[config.mk]
export PLATFORM = sky130hd
export DESIGN_NAME = alarm_controller
export DESIGN_NICKNAME = d
export VERILOG_FILES = /design/src/rtl/alarm_controller.sv
export SDC_FILE = /design/constraint.sdc
export NUM_CORES = 1
export LEC_CHECK = 0
export CAP_MARGIN = 20
export CORE_MARGIN = 1.5
export CORE_UTILIZATION = 35
export DETAILED_ROUTE_END_ITERATION = 12
export PLACE_DENSITY = 0.57
export SLEW_MARGIN = 40
export SYNTH_ARGS = -nofsm -noshare
export SYNTH_HDL_FRONTEND = slang
export SYNTH_SLANG_ARGS = --single-unit
[constraint.sdc]
create_clock -name clk -period 7.9 [get_ports clk]
set_input_delay 2.37 -clock clk [delete_from_list [all_inputs] [get_ports clk]]
set_output_delay 2.37 -clock clk [all_outputs]
set_load 0.02 [all_outputs]
[src/rtl/alarm_controller.sv]
// rtl/alarm_controller.sv - alarm clock FSM with ring timeout, snooze budget and LED chaser
module alarm_controller #(
    parameter int RING_TIMEOUT_S = 60,
    parameter int SNOOZE_S       = 300,
    parameter int MAX_SNOOZE     = 3
) (
    input  logic       clk,
    input  logic       rst,
    input  logic       tick_1hz,
    input  logic [4:0] cur_hrs,
    input  logic [5:0] cur_min,
    input  logic [4:0] alm_hrs,
    input  logic [5:0] alm_min,
    input  logic       arm_en,
    input  logic       stop,
    input  logic       snooze,
    output logic [1:0] state,
    output logic       ringing,
    output logic [4:0] leds,
    output logic [1:0] snooze_left
);

    typedef enum logic [1:0] {
        DISABLED = 2'b00,
        ARMED    = 2'b01,
        RINGING  = 2'b10,
        SNOOZING = 2'b11
    } state_t;

    localparam logic [15:0] RING_LOAD   = 16'(RING_TIMEOUT_S);
    localparam logic [15:0] SNOOZE_LOAD = 16'(SNOOZE_S);
    localparam logic [1:0]  SNOOZE_MAX  = 2'(MAX_SNOOZE);

    state_t      st;
    logic [15:0] timer;
    logic        match;
    logic        match_q;
    logic        stop_q;
    logic        snooze_q;
    logic        trigger;
    logic        stop_p;
    logic        snooze_p;
    logic        last_tick;

    // An out-of-range alarm time can never match, even if the current time echoes it.
    always_comb begin
        match = (alm_hrs < 5'd24) && (alm_min < 6'd60) &&
                ({cur_hrs, cur_min} == {alm_hrs, alm_min});
    end

    assign trigger   = match & ~match_q;
    assign stop_p    = stop & ~stop_q;
    assign snooze_p  = snooze & ~snooze_q;
    assign last_tick = (timer <= 16'd1);

    assign state   = st;
    assign ringing = (st == RINGING);

    // Edge-history registers plus the alarm state machine, its timer, snooze budget and LEDs.
    always_ff @(posedge clk or posedge rst) begin
        if (rst) begin
            st          <= DISABLED;
            timer       <= 16'd0;
            snooze_left <= 2'd0;
            leds        <= 5'b00000;
            match_q     <= 1'b0;
            stop_q      <= 1'b0;
            snooze_q    <= 1'b0;
        end else begin
            match_q  <= match;
            stop_q   <= stop;
            snooze_q <= snooze;

            if (!arm_en) begin
                st   <= DISABLED;
                leds <= 5'b00000;
            end else begin
                case (st)
                    DISABLED: begin
                        st          <= ARMED;
                        snooze_left <= SNOOZE_MAX;
                    end
                    ARMED: begin
                        if (trigger) begin
                            st    <= RINGING;
                            timer <= RING_LOAD;
                            leds  <= 5'b00001;
                        end
                    end
                    RINGING: begin
                        if (stop_p) begin
                            st          <= ARMED;
                            snooze_left <= SNOOZE_MAX;
                            leds        <= 5'b00000;
                        end else if (snooze_p && snooze_left != 2'd0) begin
                            st          <= SNOOZING;
                            timer       <= SNOOZE_LOAD;
                            snooze_left <= snooze_left - 2'd1;
                            leds        <= 5'b00000;
                        end else if (tick_1hz) begin
                            timer <= (timer == 16'd0) ? 16'd0 : timer - 16'd1;
                            if (last_tick) begin
                                st          <= ARMED;
                                snooze_left <= SNOOZE_MAX;
                                leds        <= 5'b00000;
                            end else begin
                                leds <= {leds[3:0], leds[4]};
                            end
                        end
                    end
                    SNOOZING: begin
                        if (stop_p) begin
                            st          <= ARMED;
                            snooze_left <= SNOOZE_MAX;
                        end else if (tick_1hz) begin
                            if (last_tick) begin
                                st    <= RINGING;
                                timer <= RING_LOAD;
                                leds  <= 5'b00001;
                            end else begin
                                timer <= timer - 16'd1;
                            end
                        end
                    end
                    default: st <= DISABLED;
                endcase
            end
        end
    end

endmodule

* Word level (Yosys, flattened, before mapping)
Cells that the tools add are included.
** Storage, ports and cells
- Bits in registers :: 28
- Input port bits :: 28
** Cells by class
- Add/sub/neg operators :: 2
- Magnitude comparators :: 3
- Eq/ne operators :: 21
- Mux-type cells :: 35
- Bitwise gates (word level) :: 6
- Reduce and logical (&&, ||, !) cells :: 12
** Operator list (number)
- $mux 16 :: 8
- $pmux 16 s3 :: 1
- $mux 5 :: 9
- $mux 2 :: 14
- $le 16x1->1 const B :: 1
- $logic_not 16->1 :: 1
- $sub 16x1->16 const B :: 1
- $pmux 5 s3 :: 1
- $ne 3x3->1 const B :: 4
- $eq 11x11->1 :: 1
- $ne 2x2->1 const B :: 5
- $reduce_and 5->1 :: 2
- $ne 4x1->1 const B :: 2
- $ne 4x4->1 const B :: 2
- $pmux 2 s4 :: 1
- $reduce_and 7->1 :: 1
- $lt 6x6->1 const B :: 1
- $pmux 2 s3 :: 1
- $reduce_and 6->1 :: 1
- $reduce_bool 3->1 :: 2
- $lt 5x5->1 const B :: 1
- $ne 5x2->1 const B :: 1
- $ne 5x3->1 const B :: 1
- $eq 2x2->1 const B :: 2
- 9 further kinds :: 15

* Depth between registers and ports, before layout
Gate-level depths: netlist of the first run.
- Depth after elaboration :: 7
- Gate-level depth with buffers :: 9

* Worst setup path after synthesis of the first run
Ideal clock, no wire load.
- Path kind :: input to register
- Start :: input port snooze
- End :: register timer[10]
- Data arrival time :: 3926 ps
- Slack :: 3906 ps
- Stages :: 7
- Buffers on the path :: 1
- Path through :: nor4b_1 o21ai_0 a21o_1 clkbuf_1 a21oi_1 and3_1 a221o_1
** Between the ends
- Word-level cells in the longest chain between the ends :: 5
- Elaborated cells between the ends (all ways) :: 7
- Those cells by class :: eq/ne: 1; mux: 3; bitwise: 1; reduce/logical: 2
** Ends and longest elaborated chain
- start, declared :: RTL line 16 : input logic snooze,
- $and 1x1->1 (*) :: RTL line 53 : assign snooze_p = snooze & ~snooze_q;
- $logic_and 1x1->1 (*) :: RTL line 95 : end else if (snooze_p && snooze_left != 2'd0) begin
- $mux 16 :: RTL line 95
- $mux 16 :: RTL line 91 : if (stop_p) begin
- $pmux 16 s3 :: RTL line 78 : case (st)
- end signal, assigned :: RTL line 101 : timer <= (timer == 16'd0) ? 16'd0 : timer - 16'd1;
- end signal, assigned :: RTL line 121 : timer <= timer - 16'd1;
- end, declared :: RTL line 35 : logic [15:0] timer;
Every way passes the cells marked *; elsewhere a longest branch is shown, timed or not. The select of a mux whose other input is x is not followed.
A chain may end at the register's enable or synchronous reset.

* Worst setup path in the final report of the first run
Same ends and word-level chain as after synthesis.

==> results of run 1 <==
==> power by group through the flow <==
| stage | clock network (mW) | logic [mW] | registers, mW |
|---|---|---|---|
| finish | 0.115 | 0.228 | 0.192 |
| CTS | 0.119 | 0.229 | 0.192 |
| global route | 0.122 | 0.254 | 0.197 |
| floorplan | 0 | 0.163 | 0.190 |
| detailed placement | 0 | 0.229 | 0.194 |
| global placement | 0 | 0.227 | 0.194 |
==> flip-flops by register name, indices dropped and copies added (netlist names) <==
signal and count:
snooze_q 1, stop_q 1, snooze_left 2, leds 5
state 2, match_q 1, timer 16
==> placed cells by master, fill, tap and decap left out, drive strengths merged, types with 2 or more instances in the layout <==
master,instances
or4,3
inv,16
clkdlybuf4s50,37
a211oi,3
ha,3
a21o,2
dfrtp,28
nor2,16
or2,2
a22oi,4
o21ai,13
a22o,3
a21oi,11
a211o,2
mux2,2
mux2i,4
o22ai,6
xor2,2
nor4,2
o211ai,4
xnor2,6
nand3,9
nand4,2
nor3b,3
nor3,7
nand2,16
clkbuf,3
nand2b,6
a31oi,8
and3,3
or3,6
==> critical path, cell delays in order <==
cell and delay, ns:
clkdlybuf4s50_1 0.50, nor4b_1 0.46, o21ai_0 0.15, a21o_1 0.32, a21oi_1 0.62, and3_1 0.26
a221o_1 0.10
==> cells by family (layout without fill, tap and decap cells) <==
logic type | Yosys count | in the layout | share of synthesized area (%)
and+or+nand+nor | 81 | 81 | 25.6
AOI/OAI and AO/OA | 63 | 63 | 22.1
DFF | 28 | 28 | 37.8
buffers and inverters | 24 | 58 | 5.27
xor gates and xnor gates | 8 | 8 | 3.78
muxes | 6 | 6 | 3.38
adders and majority gates | 3 | 3 | 2.03
==> metal layers <==
metal  global-route usage (%)  vias to the layer above  routed length, um
met3                     3.17                        2                149
met2                     27.1                       36               2090
li1                         -                      851                  -
met1                     23.5                      814               2210
met5                        0                        -                  0
met4                     2.38                        0                 17
==> worst min path at each step <==
stage	from	endpoint	slack, ns	cells after the start
after CTS	timer[9]	timer[9]	0.52	1
after global routing	timer[9]	timer[9]	0.54	1
after global placement	timer[12]	timer[12]	0.50	1
final	timer[12]	timer[12]	0.52	1
after detailed placement	snooze_left[1]	snooze_left[1]	0.50	1
after floorplan	timer[13]	timer[13]	0.47	1
==> cell type report <==
cell class / count / share of cell area [%]
timing repair buffer: 38 / 16.0
clock inverter: 1 / 1.27
multi-input combinational: 161 / 45.0
sequential: 28 / 29.7
tap: 70 / 3.71
inverter: 16 / 2.55
clock buffer: 3 / 1.75
==> per-stage QoR <==
| stage | power, mW | util [%] | cells | hold WS [ns] | setup WS, ns |
|---|---|---|---|---|---|
| detailed placement | 0.423 | 44.8 | 313 | 0.504 | 3.00 |
| CTS | 0.540 | 46.2 | 317 | 0.519 | 3.30 |
| global route | 0.573 | 46.2 | 317 | 0.544 | 3.02 |
| floorplan | 0.353 | - | 213 | 0.466 | 3.91 |
| global placement | 0.421 | 44.7 | 313 | 0.497 | 2.84 |
| finish | 0.536 | 46.2 | 317 | 0.520 | 3.34 |
==> summary.txt, run 1 <==
STA
  • Max Slew Vio Count: 0
  • Final setup TNS: 0 ns
  • Min cycle time layout: 4.56 ns
  • RSZ-0062 raised after global routing: false
  • Final worst path period share: 57.8%
  • Final Skew: 0.00388 ns
  • Worst slew pin tran: 0.725 ns
  • Final setup viols: 0
  • Slew Limit Headroom: 51.6%
  • Fin. Hold Viols: 0
  • Max frequency: between 200 and 250 MHz

Yosys
  • Yosys top cell by area: dfrtp_1
  • Main synth FF type: dfrtp_1
  • Yosys cell types: 51
  • Top post-synthesis cells by area: dfrtp_1, o21ai_0, inv_1
  • Yosys warns: 0
  • Sequential area share after synthesis: 37.8%
  • Share of Yosys cell area claimed by the top area cell type: 37.8%
  • Syn nets: 244
  • Async SR Flop Fraction: 100%
  • Mapped Cells: 213
  • Yosys reg bits: 28
  • Top-count cell post-synth: dfrtp_1
  • Top post-synthesis cells by count: dfrtp_1, inv_1, nand2_1, nor2_1, o21ai_0
  • Cell area after synthesis: 0.00185 mm2
  • EDFF count, synth: 0
  • Syn_area_per_cell: around 8.7 um2

Drt
  • Final wirelength: 4470 um
  • Via/cell ratio: between 5 and 6
  • Via count: 1703
  • DR pass1 iterations: 4
  • Starting DRT DRC Count: 76
  • Routed len/inst: 14.1 um
  • Antenna viol nets, final: 0
  • DRC errors left: 0

Global route
  • Vias in the first global route: 1510
  • First-pass GRT wire length: 7430 um
  • Largest net degree at the start of global routing: 29
  • Gr ovfl total: 0
  • Initial antenna violation count: 0
  • GR Util All Layers: 16.7%

Floorplan
  • Boundary pin count: 38
  • DIE HEIGHT: about 76 um
  • Chip Width: roughly 76 um
  • Core Region: 0.00511 mm2
  • Starting density of the core: 36.3%
  • Die footprint: 0.00574 mm2
  • FP Rows: 26

Job
  • Max Cap Viol: 0

Cells and area
  • Fill cell count: 506
  • Storage cell area: 701 um2
  • Final nets: 279
  • Syn-to-layout area delta: 27.3%
  • Multi-input gate area: approximately 0.0011 mm2
  • Antenna Cells: 0
  • Share of cells above drive strength 1: 6.88%
  • Final instance area: between 0.002 and 0.0025 mm2

Critical path
  • Worst Setup EP: timer[10]
  • CP Launch Type: input pin
  • Setup crit start: snooze
  • Worst-path maximum fanout: 12
  • CP Class: in2reg
  • Crit Reg-Reg Endpoint: snooze_left[1]
  • Worst EP arrival: 4.78 ns
  • Critical Path End Type: flop
  • Worst reg-to-reg setup slack: 5.14 ns
  • Reg2reg start: timer[6]
  • Depth of the most critical reg-to-reg path: 6
  • Worst EP required: 8.12 ns

Pwr
  • Clk pwr share: a little over a fifth
  • Sw Ratio: between 30% and 40%
  • Static Leak: ~0.97 nW
  • Sequential share of power: 35.9%
  • PwrDens: 227 mW/mm2
  • Power Internal: about 330 uW
  • Net switching power figure: 208 uW
  • Peak supply drop: 0.122 mV
  • Comb pwr share: 42.6%

Clock tree
  • CTS clock-pin slew for the worst setup and hold paths: 0.10 ns
  • CTS tree: yes
  • PostCTS Resize Cnt: 0
  • Root Buffer: clkbuf_8
  • Clock latency on the worst-skew pair: 0.28 ns
  • Setup bufs post-CTS: 0
  • Htree depth: 1
  • Clock tree sinks: 28
  • CTS max path bufs: 2
  • CTS buffer count: 3
  • Post-CTS Hold Fix Bufs: 0

Placement
  • Placer Congestion: 0.831
  • Cell Area, Placed: between 0.002 and 0.0025 mm2
  • Post-DP HPWL: approximately 3300 um
  • # port buffers: 37

Status
  • Status: finished, final reports clean

Worst hold path
  • Hold Crit Class: reg2reg
No activity file was read; power rests on OpenSTA's default activity.
==> run 2: changes to the inputs <==
--- a/config.mk
+++ b/config.mk
@@ -9,7 +9,7 @@
 export CORE_MARGIN = 1.5
 export CORE_UTILIZATION = 35
 export DETAILED_ROUTE_END_ITERATION = 12
-export PLACE_DENSITY = 0.57
+export PLACE_DENSITY = 0.59
 export SLEW_MARGIN = 40
 export SYNTH_ARGS = -nofsm -noshare
 export SYNTH_HDL_FRONTEND = slang
==> constraint.sdc (replaced) <==
create_clock -name clk -period 3.8 [get_ports clk]
set_input_delay 1.14 -clock clk [delete_from_list [all_inputs] [get_ports clk]]
set_output_delay 1.14 -clock clk [all_outputs]
set_load 0.02 [all_outputs]
==> summary.txt, run 2 (synthesized netlist as in run 1, its figures left out) <==
Clock tree
  • Post-CTS Hold Fix Bufs: 0 (unchanged)
  • Clock tree sinks: 28 (unchanged)
  • CTS clock-pin slew for the worst setup and hold paths: 0.09 ns (was 0.10 ns)
  • PostCTS Resize Cnt: 0 (unchanged)
  • Setup bufs post-CTS: 0 (unchanged)
  • Root Buffer: clkbuf_8 (unchanged)
  • CTS max path bufs: 2 (unchanged)
  • Clock latency on the worst-skew pair: 0.27 ns (was 0.28 ns)
  • Htree depth: 1 (unchanged)
  • CTS buffer count: 3 (unchanged)
  • CTS tree: yes (unchanged)

Cells and area
  • Most frequent cells in the layout: clkdlybuf4s50_1, dfrtp_1, nor2_1, inv_1, nand2_1 (unchanged)
  • Most common cell after layout, fill and taps aside: clkdlybuf4s50_1 (unchanged)
  • Multi-input gate area: 0.00106 mm2 (unchanged)
  • Post-route insts no fill: 322 (was 317)
  • Max FFs per register: 16 (unchanged)
  • Share of cells above drive strength 1: 8.73% (was 6.88%)
  • Fill cell count: 509 (was 506)
  • Storage cell area: 701 um2 (unchanged)
  • Reg with most FFs: timer (unchanged)
  • Final nets: 284 (was 279)
  • Syn-to-layout area delta: 28.5% (was 27.3%)
  • Largest regs: timer x16, leds x5 (unchanged)
  • Antenna Cells: 0 (unchanged)

Floorplan
  • Die footprint: 0.00574 mm2 (unchanged)
  • Chip Width: 75.8 um (unchanged)
  • Core Region: 0.00511 mm2 (unchanged)
  • DIE HEIGHT: 75.8 um (unchanged)
  • Boundary pin count: 38 (unchanged)
  • FP Rows: 26 (unchanged)
  • Starting density of the core: 36.3% (unchanged)

STA
  • RSZ-0062 raised after global routing: false (unchanged)
  • Slew Limit Headroom: 65.8% (was 51.6%)
  • Max frequency: 317 MHz
  • Worst slew pin tran: 0.506 ns (was 0.725 ns)
  • Final Skew: 0.00464 ns (was 0.00388 ns)
  • Max Slew Vio Count: 0 (unchanged)
  • Final worst path period share: approximately 83%
  • Final setup viols: 0 (unchanged)
  • Final setup TNS: 0 ns (unchanged)
  • Min cycle time layout: 3.16 ns
  • Fin. Hold Viols: 0 (unchanged)

Global route
  • GR Util All Layers: 16.4% (was 16.7%)
  • Initial antenna violation count: 0 (unchanged)
  • First-pass GRT wire length: 7320 um (was 7430 um)
  • Gr ovfl total: 0 (unchanged)
  • Largest net degree at the start of global routing: 29 (unchanged)
  • Vias in the first global route: 1564 (was 1510)

Critical path
  • CP Buf/Inv Count: 2 (was 1)
  • Worst path top cell family by delay: simple AND/OR/NAND/NOR gates (was compound AO/OA/AOI/OAI gates)
  • Critical Path End Type: flop (unchanged)
  • Worst EP arrival: 3.36 ns (was 4.78 ns)
  • Crit path cell chain: clkdlybuf4s50_1, xnor2_1, nand3_1, and4b_1, a41oi_2, buf_4, nor3_2, mux2i_1 (was clkdlybuf4s50_1, nor4b_1, o21ai_0, a21o_1, a21oi_1, and3_1, a221o_1)
  • Crit path largest cell delay: 0.50 ns (was 0.62 ns)
  • Worst-path maximum fanout: 8 (was 12)
  • Worst EP required: 4.00 ns (was 8.12 ns)
  • Slowest CP cell: clkdlybuf4s50_1 (was a21oi_1)
  • CP Launch Type: input pin (unchanged)
  • CP Class: in2reg (unchanged)

Drt
  • DR pass1 iterations: 4 (unchanged)
  • Via count: 1723 (was 1703)
  • Starting DRT DRC Count: 85 (was 76)
  • Routed len/inst: 13.9 um (was 14.1 um)
  • Final wirelength: 4490 um (was 4470 um)
  • Antenna viol nets, final: 0 (unchanged)
  • Via/cell ratio: 5.35 (was 5.37)
  • DRC errors left: 0 (unchanged)

Job
  • Max Cap Viol: 0 (unchanged)

Placement
  • Post-DP HPWL: 3370 um (was 3330 um)
  • Placed Cells: 318 (was 313)
  • Placer Congestion: 0.819 (was 0.831)
  • # port buffers: 37 (unchanged)

Pwr
  • Static Leak: 0.991 nW (was 0.973 nW)
  • Sw Ratio: 39.7% (was 38.8%)
  • Comb pwr share: 45.8% (was 42.6%)
  • Power Internal: 651 uW (was 328 uW)
  • PwrDens: 453 mW/mm2 (was 227 mW/mm2)
  • Clk pwr share: 17.2% (was 21.5%)
  • Net switching power figure: 429 uW (was 208 uW)
  • Peak supply drop: 0.288 mV (was 0.122 mV)
  • Sequential share of power: 37.0% (was 35.9%)

Worst hold path
  • Hold Crit Class: reg2reg (unchanged)

Status
  • Status: finished, final reports clean (unchanged)
[run 2: cell types whose count changed in the layout (fill, tap and decap cells not counted)]
cell,before,now
buf_4,1,6
bufinv_16,1,0
clkbuf_8,3,4
[run 2: worst reg2reg max path, cell delays in order (launching register included)]
cell	delay [ns]
dfrtp_1	0.43
or3_4	0.43
or4b_4	0.57
or3_4	0.42
and3_4	0.21
nor3b_4	0.25
mux2_1	0.34
[run 2: layout make-up]
class,count,share of cell area [%]
inverter,16,2.52
tap,70,3.68
sequential,28,29.4
multi-input combinational,161,44.6
clock buffer,4,2.31
timing repair buffer,43,17.4
[run 2: power groups by stage]
stage	Sequential, mW	Combinational [mW]	Clock, mW
2_1_floorplan	0.394	0.340	0
3_3_place_gp	0.404	0.489	0
3_5_place_dp	0.403	0.489	0
4_1_cts	0.397	0.491	0.197
5_1_grt	0.408	0.540	0.206
6_report	0.399	0.494	0.186
[run 2: worst paths after layout]
path | start | to | slack, ns | cells past startpoint
max | alm_min[5] | leds[1] | 0.64 | 8
min | timer[9] | timer[9] | 0.50 | 1
max reg2reg | timer[6] | snooze_left[1] | 1.04 | 6
min reg2reg | timer[9] | timer[9] | 0.50 | 1
max in group asynchronous | rst | timer[5] | 2.30 | 3
min in group asynchronous | rst | leds[0] | 1.22 | 3
[run 2: metrics by stage]
step	utilization, %	total power [mW]	setup slack (ns)	instance area [um2]	hold WS (ns)
6_report	46.6	1.08	0.643	2380	0.503
5_1_grt	46.6	1.15	0.400	2380	0.534
4_1_cts	46.5	1.08	0.522	2370	0.507
3_5_place_dp	45.4	0.891	0.229	2320	0.493
3_3_place_gp	45.4	0.893	0.250	2320	0.494
2_1_floorplan	-	0.734	1.04	1850	0.466
[run 2: per-layer routing]
| layer | GRT usage [%] | share of wire, % | wire length (um) | up-vias |
|---|---|---|---|---|
| li1 | - | - | - | 865 |
| met1 | 21.8 | 48 | 2150 | 823 |
| met2 | 28.2 | 47 | 2130 | 33 |
| met3 | 3.44 | 4.3 | 192 | 2 |
| met4 | 1.79 | 0.38 | 17 | 0 |
| met5 | 0 | 0 | 0 | - |
